[src/rtl/sprite_blitter.sv]
// sprite_blitter: walks a 1-bpp sprite ROM row by row and emits one
// pixel-write request per set bit over a valid/ready handshake.
// Optional feature: define SPRITE_BLITTER_CLIP_EN to drop off-screen pixels.
module sprite_blitter #(
  parameter int unsigned ROWS     = 60,
  parameter int unsigned COLS     = 51,
  parameter int unsigned X_W      = 10,
  parameter int unsigned Y_W      = 9,
  parameter int unsigned SCREEN_W = 640,
  parameter int unsigned SCREEN_H = 480
) (
  input  logic            clk,
  input  logic            rst,
  input  logic            start,
  input  logic [X_W-1:0]  x0,
  input  logic [Y_W-1:0]  y0,
  output logic            busy,
  output logic            done,
  output logic [5:0]      rom_addr,
  input  logic [COLS-1:0] rom_data,
  output logic            wr_valid,
  input  logic            wr_ready,
  output logic [X_W-1:0]  wr_x,
  output logic [Y_W-1:0]  wr_y
);

  localparam int unsigned AW = 6;
  localparam int unsigned CW = $clog2(COLS);

  typedef enum logic [2:0] {S_IDLE, S_FETCH, S_LOAD, S_SCAN, S_DONE} state_t;

  state_t          state_q, state_d;
  logic [X_W-1:0]  x0_q, x0_d;
  logic [Y_W-1:0]  y0_q, y0_d;
  logic [AW-1:0]   row_q, row_d;
  logic [CW-1:0]   col_q, col_d;
  logic [COLS-1:0] line_q, line_d;
  logic [AW-1:0]   rom_addr_q, rom_addr_d;
  logic            busy_q, busy_d;
  logic            done_q, done_d;
  logic            wr_valid_q, wr_valid_d;
  logic [X_W-1:0]  wr_x_q, wr_x_d;
  logic [Y_W-1:0]  wr_y_q, wr_y_d;

  // Pixel that becomes current on the next cycle.
  logic            pix_load;
  logic            pix_bit;
  logic [CW-1:0]   pix_col;
  logic [AW-1:0]   pix_row;
`ifdef SPRITE_BLITTER_CLIP_EN
  logic [X_W:0]    x_sum;
  logic [Y_W:0]    y_sum;
`endif

  // State and datapath registers.
  always_ff @(posedge clk) begin
    if (rst) begin
      state_q    <= S_IDLE;
      x0_q       <= '0;
      y0_q       <= '0;
      row_q      <= '0;
      col_q      <= '0;
      line_q     <= '0;
      rom_addr_q <= '0;
      busy_q     <= 1'b0;
      done_q     <= 1'b0;
      wr_valid_q <= 1'b0;
      wr_x_q     <= '0;
      wr_y_q     <= '0;
    end else begin
      state_q    <= state_d;
      x0_q       <= x0_d;
      y0_q       <= y0_d;
      row_q      <= row_d;
      col_q      <= col_d;
      line_q     <= line_d;
      rom_addr_q <= rom_addr_d;
      busy_q     <= busy_d;
      done_q     <= done_d;
      wr_valid_q <= wr_valid_d;
      wr_x_q     <= wr_x_d;
      wr_y_q     <= wr_y_d;
    end
  end

  // Next-state logic; outputs are precomputed one cycle ahead so they register cleanly.
  always_comb begin
    state_d    = state_q;
    x0_d       = x0_q;
    y0_d       = y0_q;
    row_d      = row_q;
    col_d      = col_q;
    line_d     = line_q;
    rom_addr_d = rom_addr_q;
    wr_valid_d = wr_valid_q;
    wr_x_d     = wr_x_q;
    wr_y_d     = wr_y_q;
    pix_load   = 1'b0;
    pix_bit    = 1'b0;
    pix_col    = '0;
    pix_row    = '0;
`ifdef SPRITE_BLITTER_CLIP_EN
    x_sum      = '0;
    y_sum      = '0;
`endif

    case (state_q)
      S_IDLE: begin
        if (start) begin
          x0_d       = x0;
          y0_d       = y0;
          row_d      = '0;
          col_d      = '0;
          rom_addr_d = '0;
          state_d    = S_FETCH;
        end
      end
      S_FETCH: state_d = S_LOAD;
      S_LOAD: begin
        line_d   = rom_data;
        col_d    = '0;
        state_d  = S_SCAN;
        pix_load = 1'b1;
        pix_bit  = rom_data[COLS-1];
        pix_col  = '0;
        pix_row  = row_q;
      end
      S_SCAN: begin
        // A column is consumed when it has no request or the request is accepted.
        if (!wr_valid_q || wr_ready) begin
          if (col_q == CW'(COLS - 1)) begin
            wr_valid_d = 1'b0;
            if (row_q == AW'(ROWS - 1)) begin
              state_d = S_DONE;
            end else begin
              row_d      = AW'(row_q + AW'(1));
              rom_addr_d = AW'(row_q + AW'(1));
              state_d    = S_FETCH;
            end
          end else begin
            col_d    = CW'(col_q + CW'(1));
            line_d   = line_q << 1;
            pix_load = 1'b1;
            pix_bit  = line_q[COLS-2];
            pix_col  = CW'(col_q + CW'(1));
            pix_row  = row_q;
          end
        end
      end
      S_DONE:  state_d = S_IDLE;
      default: state_d = S_IDLE;
    endcase

    if (pix_load) begin
`ifdef SPRITE_BLITTER_CLIP_EN
      x_sum      = {1'b0, x0_q} + (X_W+1)'(pix_col);
      y_sum      = {1'b0, y0_q} + (Y_W+1)'(pix_row);
      wr_x_d     = x_sum[X_W-1:0];
      wr_y_d     = y_sum[Y_W-1:0];
      wr_valid_d = pix_bit && (x_sum < (X_W+1)'(SCREEN_W)) && (y_sum < (Y_W+1)'(SCREEN_H));
`else
      wr_x_d     = X_W'(x0_q + X_W'(pix_col));
      wr_y_d     = Y_W'(y0_q + Y_W'(pix_row));
      wr_valid_d = pix_bit;
`endif
    end

    busy_d = (state_d == S_FETCH) || (state_d == S_LOAD) || (state_d == S_SCAN);
    done_d = (state_d == S_DONE);
  end

  assign busy     = busy_q;
  assign done     = done_q;
  assign rom_addr = rom_addr_q;
  assign wr_valid = wr_valid_q;
  assign wr_x     = wr_x_q;
  assign wr_y     = wr_y_q;

endmodule
[config.mk]
export PLATFORM = sky130hd
export DESIGN_NAME = sprite_blitter
export DESIGN_NICKNAME = d
export VERILOG_FILES = /design/src/rtl/sprite_blitter.sv
export SDC_FILE = /design/constraint.sdc
export NUM_CORES = 1
export LEC_CHECK = 0
export ABC_AREA = 0
export CAP_MARGIN = 20
export CELL_PAD_IN_SITES_DETAIL_PLACEMENT = 0
export CELL_PAD_IN_SITES_GLOBAL_PLACEMENT = 2
export CORE_MARGIN = 2
export CORE_UTILIZATION = 27
export DETAILED_ROUTE_END_ITERATION = 10
export HOLD_SLACK_MARGIN = 0.06
export PLACE_DENSITY_LB_ADDON = 0.2
export REMOVE_ABC_BUFFERS = 1
export SLEW_MARGIN = 20
export SYNTH_ARGS = -nofsm -noshare
export SYNTH_HDL_FRONTEND = slang
export SYNTH_SLANG_ARGS = --single-unit
[constraint.sdc]
create_clock -name clk -period 2.8 [get_ports clk]
set_input_delay 0.42 -clock clk [delete_from_list [all_inputs] [get_ports clk]]
set_output_delay 0.42 -clock clk [all_outputs]
set_load 0.02 [all_outputs]
-- After elaboration in Yosys (flattened, before gate mapping)
Cells that the tools add are included.
- $add $sub $neg: 4
- multiply operators: 0
- divide/modulo/power cells: 0
- magnitude comparators: 0
- eq/ne operators: 14
- shifts and indexed selects: 0
- muxes and demuxes: 32
- bitwise logic cells: 0
- reductions and logical operators: 16
- operator list (kind ; number):
    $mux 50 ; 2
    $pmux 50 s2 ; 1
    $mux 6 ; 11
    $pmux 6 s2 ; 2
    $pmux 6 s3 ; 1
    $add 6x1->6 const B ; 2
    $eq 3x2->1 const B ; 4
    $eq 6x6->1 const B ; 2
    $mux 3 ; 4
    $pmux 3 s4 ; 1
    $add 10x6->10 ; 1
    $ne 2x2->1 const B ; 5
    $reduce_bool 2->1 ; 5
    $add 9x6->9 ; 1
    $mux 1 ; 8
    $eq 3x1->1 const B ; 2
    $reduce_and 3->1 ; 2
    $reduce_and 5->1 ; 1
    $pmux 1 s2 ; 2
    $reduce_and 4->1 ; 1
    $eq 3x3->1 const B ; 1
    $logic_not 3->1 ; 1
    $logic_or 1x1->1 ; 3
    $reduce_bool 3->1 ; 1
    other kinds (2) ; 2
- register bits: 106
- latch bits: 0
- bits in writable memories: 0
- ROM bits: 0
- input port bits: 74
- output and inout port bits: 28
- word-level logic and storage cells: 77
- memories kept: 0

-- Depth between registers and ports, before layout
- depth after elaboration: 8
- mapped depth: 15
- gate-level depth less buffers: 13

-- Worst setup path after synthesis
No wires, ideal clock.
- path type: register to register
- from: register col_q[2]
- to: register wr_y_q[6] (netlist: wr_y[6])
- setup time: 120 ps
- arrival time: 2849 ps
- data required time: 2680 ps
- path slack: -169 ps
- cell stages (with the launch flop): 15
- buffers on the path: 3
- period minus slack after synthesis: 2969 ps
- path through: dfxtp_1 or3b_1 buf_6 o21ai_2 a21oi_1 buf_2 buf_2 and2_1 ha_1 fa_1 a211oi_1 o21ai_0 o21ai_0 nor4_1 a211o_1
- word-level cells in the longest chain between the ends: 5
- elaborated cells on any way between the ends: 8
- classes of those cells: add/sub: 1; eq/ne: 1; mux: 6
- RTL lines (element ; line ; source):
    start: declaration ; 36 ; logic [CW-1:0] col_q, col_d;
    start signal: assignment ; 75 ; col_q <= col_d;
    $eq 6x6->1 (*) ; 131 ; if (col_q == CW'(COLS - 1)) begin
    $mux 6 ; 131 ;
    $mux 6 ; 130 ; if (!wr_valid_q || wr_ready) begin
    $pmux 6 s2 ; 107 ; case (state_q)
    $add 9x6->9 ; 163 ; wr_y_d = Y_W'(y0_q + Y_W'(pix_row));
    end signal: assignment ; 82 ; wr_y_q <= wr_y_d;
    end: declaration ; 43 ; logic [Y_W-1:0] wr_y_q, wr_y_d;
Every way passes the cells marked *; elsewhere a longest branch is shown, timed or not.
A chain may end at the register's enable or synchronous reset.

-- Final worst setup path
- from: register col_q[5]
- to: register wr_x_q[5] (netlist: wr_x[5])
- word-level cells in the longest chain between the ends: 5
- elaborated cells on any way between the ends: 9
- classes of those cells: add/sub: 2; eq/ne: 1; mux: 6
- RTL lines (element ; line ; source):
    $add 6x1->6 or $eq 6x6->1 (tied branches) ; 145, 131 ;
    $mux 6 ; 131 ;
    $mux 6 ; 130 ;
    $mux 6 ; 107 ;
    $add 10x6->10 ; 162 ; wr_x_d = X_W'(x0_q + X_W'(pix_col));
    end signal: assignment ; 81 ; wr_x_q <= wr_x_d;
    end: declaration ; 42 ; logic [X_W-1:0] wr_x_q, wr_x_d;
Several ways; a longest one is shown, not always the timed one.

==> flow_summary.yaml <==
detailed_routing:
  ant_nets: 0
  wirelength_mm: 13.5
  num_vias: 4760
  drtPass1Iterations: 4
  avgViaCountPerCell: 4.81
  drc: 0
  dr_wl_met3_um: 462
  post_drt_wl_per_cell_um: 13.7
  top_layer: "met4"
  route.met2.wl_mm: 6.51
  first_iter_violations: 191
  wl_met1_mm: 6.33
cts:
  cts_inserted_buffers: 9
  clk_pin_slew_worst_paths_ps: 70
  worstSkewPairLatency_ps: 360
  cts_max_level: 3
  cts_buffer_depth: 2
  cts_tree: "done"
  hold_buffers: 0
  cts_root_buffer: "clkbuf_16"
  cts_sinks: 106
placed_design:
  gp_congestion: 0.807
  dp_slack_ps: -303
  hpwlAfterDp_mm: 9.35
  numPortBuffers: 101
synthesis:
  ys_warn_count: 0
  synthFlopType: "dfxtp_1"
  synth_edf_count: 0
  postSynthRegisterBits: 106
  yosysUniqueCellTypes: 49
  yosysSeqAreaShare_pct: 41.9
  async_flop_share_pct: 0
  synthesis.area_um2: 5060
  syn_inst: 640
  avgSynthCellArea_um2: 7.91
worst_setup_path:
  worstSetupPathType: "reg -> reg"
  startpoint_type: "flop"
  endpoint_kind: "flop"
  cp_max_fo: 4
  arrival_ps: 2990
  critical_path_required_ps: 3100
sta:
  min_period_ps: 2700
  relSlewSlack_pct: 43.1
  finClkSkew_ps: 8.93
  max_freq_ghz: 0.371
  rsz0062_at_grt: "yes"
  period_share_pct: 96.3
  hold_violations: 0
  tightest_slew_ps: 852
  fin_ws_ps: 104
  finalSetupViolCount: 0
  finalMaxSlewViolations: 0
power_and_ir_drop:
  peakVddDrop_mv: 0.276
  power_density_nw_per_um2: 507
  leakage_nw: 2.54
grt:
  grt_pass1_wl_mm: 22.1
  grt_pass1_vias: 4512
  antenna_found_initial: 0
  gr-usage-all-layers_pct: 13.8
  grt_max_degree: 67
  grt.overflow.total: 0
cells_and_area:
  diodes: 0
  fill_cells: 1963
  area_delta_synth_final_pct: 35.2
  finalCoreUtilization_pct: 36.9
  layout.nets: 843
  drive_gt1_share_pct: 10.7
floorplan:
  fp-row-count: 50
  die_h_um: 141
  start_util_pct: 27.3
  dieArea_um2: 19900
  core_um2: 18600
  die_w_um: 141
  ios: 102
hold_path:
  hold_class: "reg -> reg"
job:
  max-cap-violations: 0
run_status:
  outcome: "completed"
-- worst max-delay path, cell delays in order, from the launching register on --
cell and delay, ps:
dfxtp_1 340, or3b_4 420, o211ai_1 360, nor2_1 120, buf_4 150, ha_1 300
a211oi_2 90, buf_4 130, o21bai_1 160, a21oi_2 80, or4_1 400, nand3_1 80
-- kinds of logic (layout without fill, tap and decap cells) --
kind of cell	Yosys count	in the layout	share of synthesized area (%)
and+or+nand+nor	311	311	26.3
AOI/OAI and AO/OA	139	139	20.1
DFF	106	106	41.9
buffers and inverters	51	167	4.32
adders and majority gates	17	17	4.50
xor gates and xnor gates	14	14	2.42
muxes	2	2	0.395
-- path summary, 6_finish.rpt --
kind / start / end / slack (ps) / cells past startpoint
max: col_q[5]$_SDFFE_PP0P_ / wr_x[5]$_SDFFE_PP0P_ / 100 / 11
min: wr_x[3]$_SDFFE_PP0P_ / wr_x[3]$_SDFFE_PP0P_ / 450 / 2
max reg2reg: col_q[5]$_SDFFE_PP0P_ / wr_x[5]$_SDFFE_PP0P_ / 100 / 11
min reg2reg: wr_x[3]$_SDFFE_PP0P_ / wr_x[3]$_SDFFE_PP0P_ / 450 / 2
-- power breakdown --
| group | internal (mW) | leakage [nW] | switching, mW | total, mW |
|---|---|---|---|---|
| Sequential | 1.62 | 0.867 | 0.0602 | 1.68 |
| Combinational | 0.281 | 1.55 | 0.308 | 0.589 |
| Clock | 0.624 | 0.128 | 0.580 | 1.20 |
-- final cells by class --
| cell class | count | area (µm²) | area share (%) |
|---|---|---|---|
| multi-input combinational | 483 | 2780 | 40.5 |
| sequential | 106 | 2120 | 31.0 |
| clock buffer | 11 | 243 | 3.54 |
| clock inverter | 4 | 28.8 | 0.420 |
| timing repair buffer | 146 | 1360 | 19.9 |
| inverter | 6 | 22.5 | 0.329 |
| tap | 234 | 293 | 4.28 |
-- layer usage --
| metal | global-route usage (%) | vias to the layer above |
|---|---|---|
| met1 | 17.8 | 2221 |
| met3 | 2.62 | 12 |
| met2 | 22.8 | 69 |
| li1 | - | 2458 |
| met5 | 0 | - |
| met4 | 5.11 | 0 |
-- synthesized netlist by cell type, drive strengths merged, types with 5 or more instances --
library cell	number	area, µm²
a311oi	51	447
clkbuf	28	105
dfxtp	106	2120
a21oi	39	195
nand2	158	593
inv	6	22.5
nand2b	5	31.3
and2	7	43.8
ha	15	188
nand3	10	50.1
o21ai	13	68.8
nor3	10	50.1
xor2	8	70.1
nor2	92	345
a211oi	12	90.1
xnor2	6	52.6
buf	17	91.3
-- layout by cell type, fill, tap and decap left out, types with 6 or more instances in the layout --
cell type	netlist	final
clkdlybuf4s50_1	0	100
nand3_1	10	10
inv_1	6	6
nor2_1	92	92
nand2_1	158	157
xor2_1	8	8
dfxtp_1	106	105
o21ai_0	12	10
buf_4	0	44
ha_1	15	15
a21oi_1	39	35
xnor2_1	6	6
clkbuf_16	0	9
nor3_1	10	10
a311oi_1	51	51
a211oi_1	12	10
and2_1	7	7
-- flip-flops by register name, indices dropped and copies added, names as in the netlist --
name      cells
wr_y          9
wr_x         10
x0_q         10
done          1
col_q         6
line_q       50
state_q       3
rom_addr      6
busy          1
wr_valid      1
y0_q          9
-- timing repair --
item	CTS	global route
pin swaps	1	11
resized for setup	3	12
setup endpoints to repair	3	39
cloned	0	0
buffers inserted	1	1
-- per-stage QoR --
step | hold WS (ps) | instances | TNS [ps] | power [mW] | cell area, µm²
2_1_floorplan | 435 | 595 | -223160 | 2.04 | 4870
3_3_place_gp | 442 | 973 | -6270 | 2.30 | 6520
3_5_place_dp | 450 | 973 | -8400 | 2.31 | 6520
4_1_cts | 459 | 989 | 0 | 3.54 | 6810
5_1_grt | 478 | 990 | -52.6 | 3.67 | 6850
6_report | 453 | 990 | 0 | 3.47 | 6850
Power figures use the tool's default switching activity.
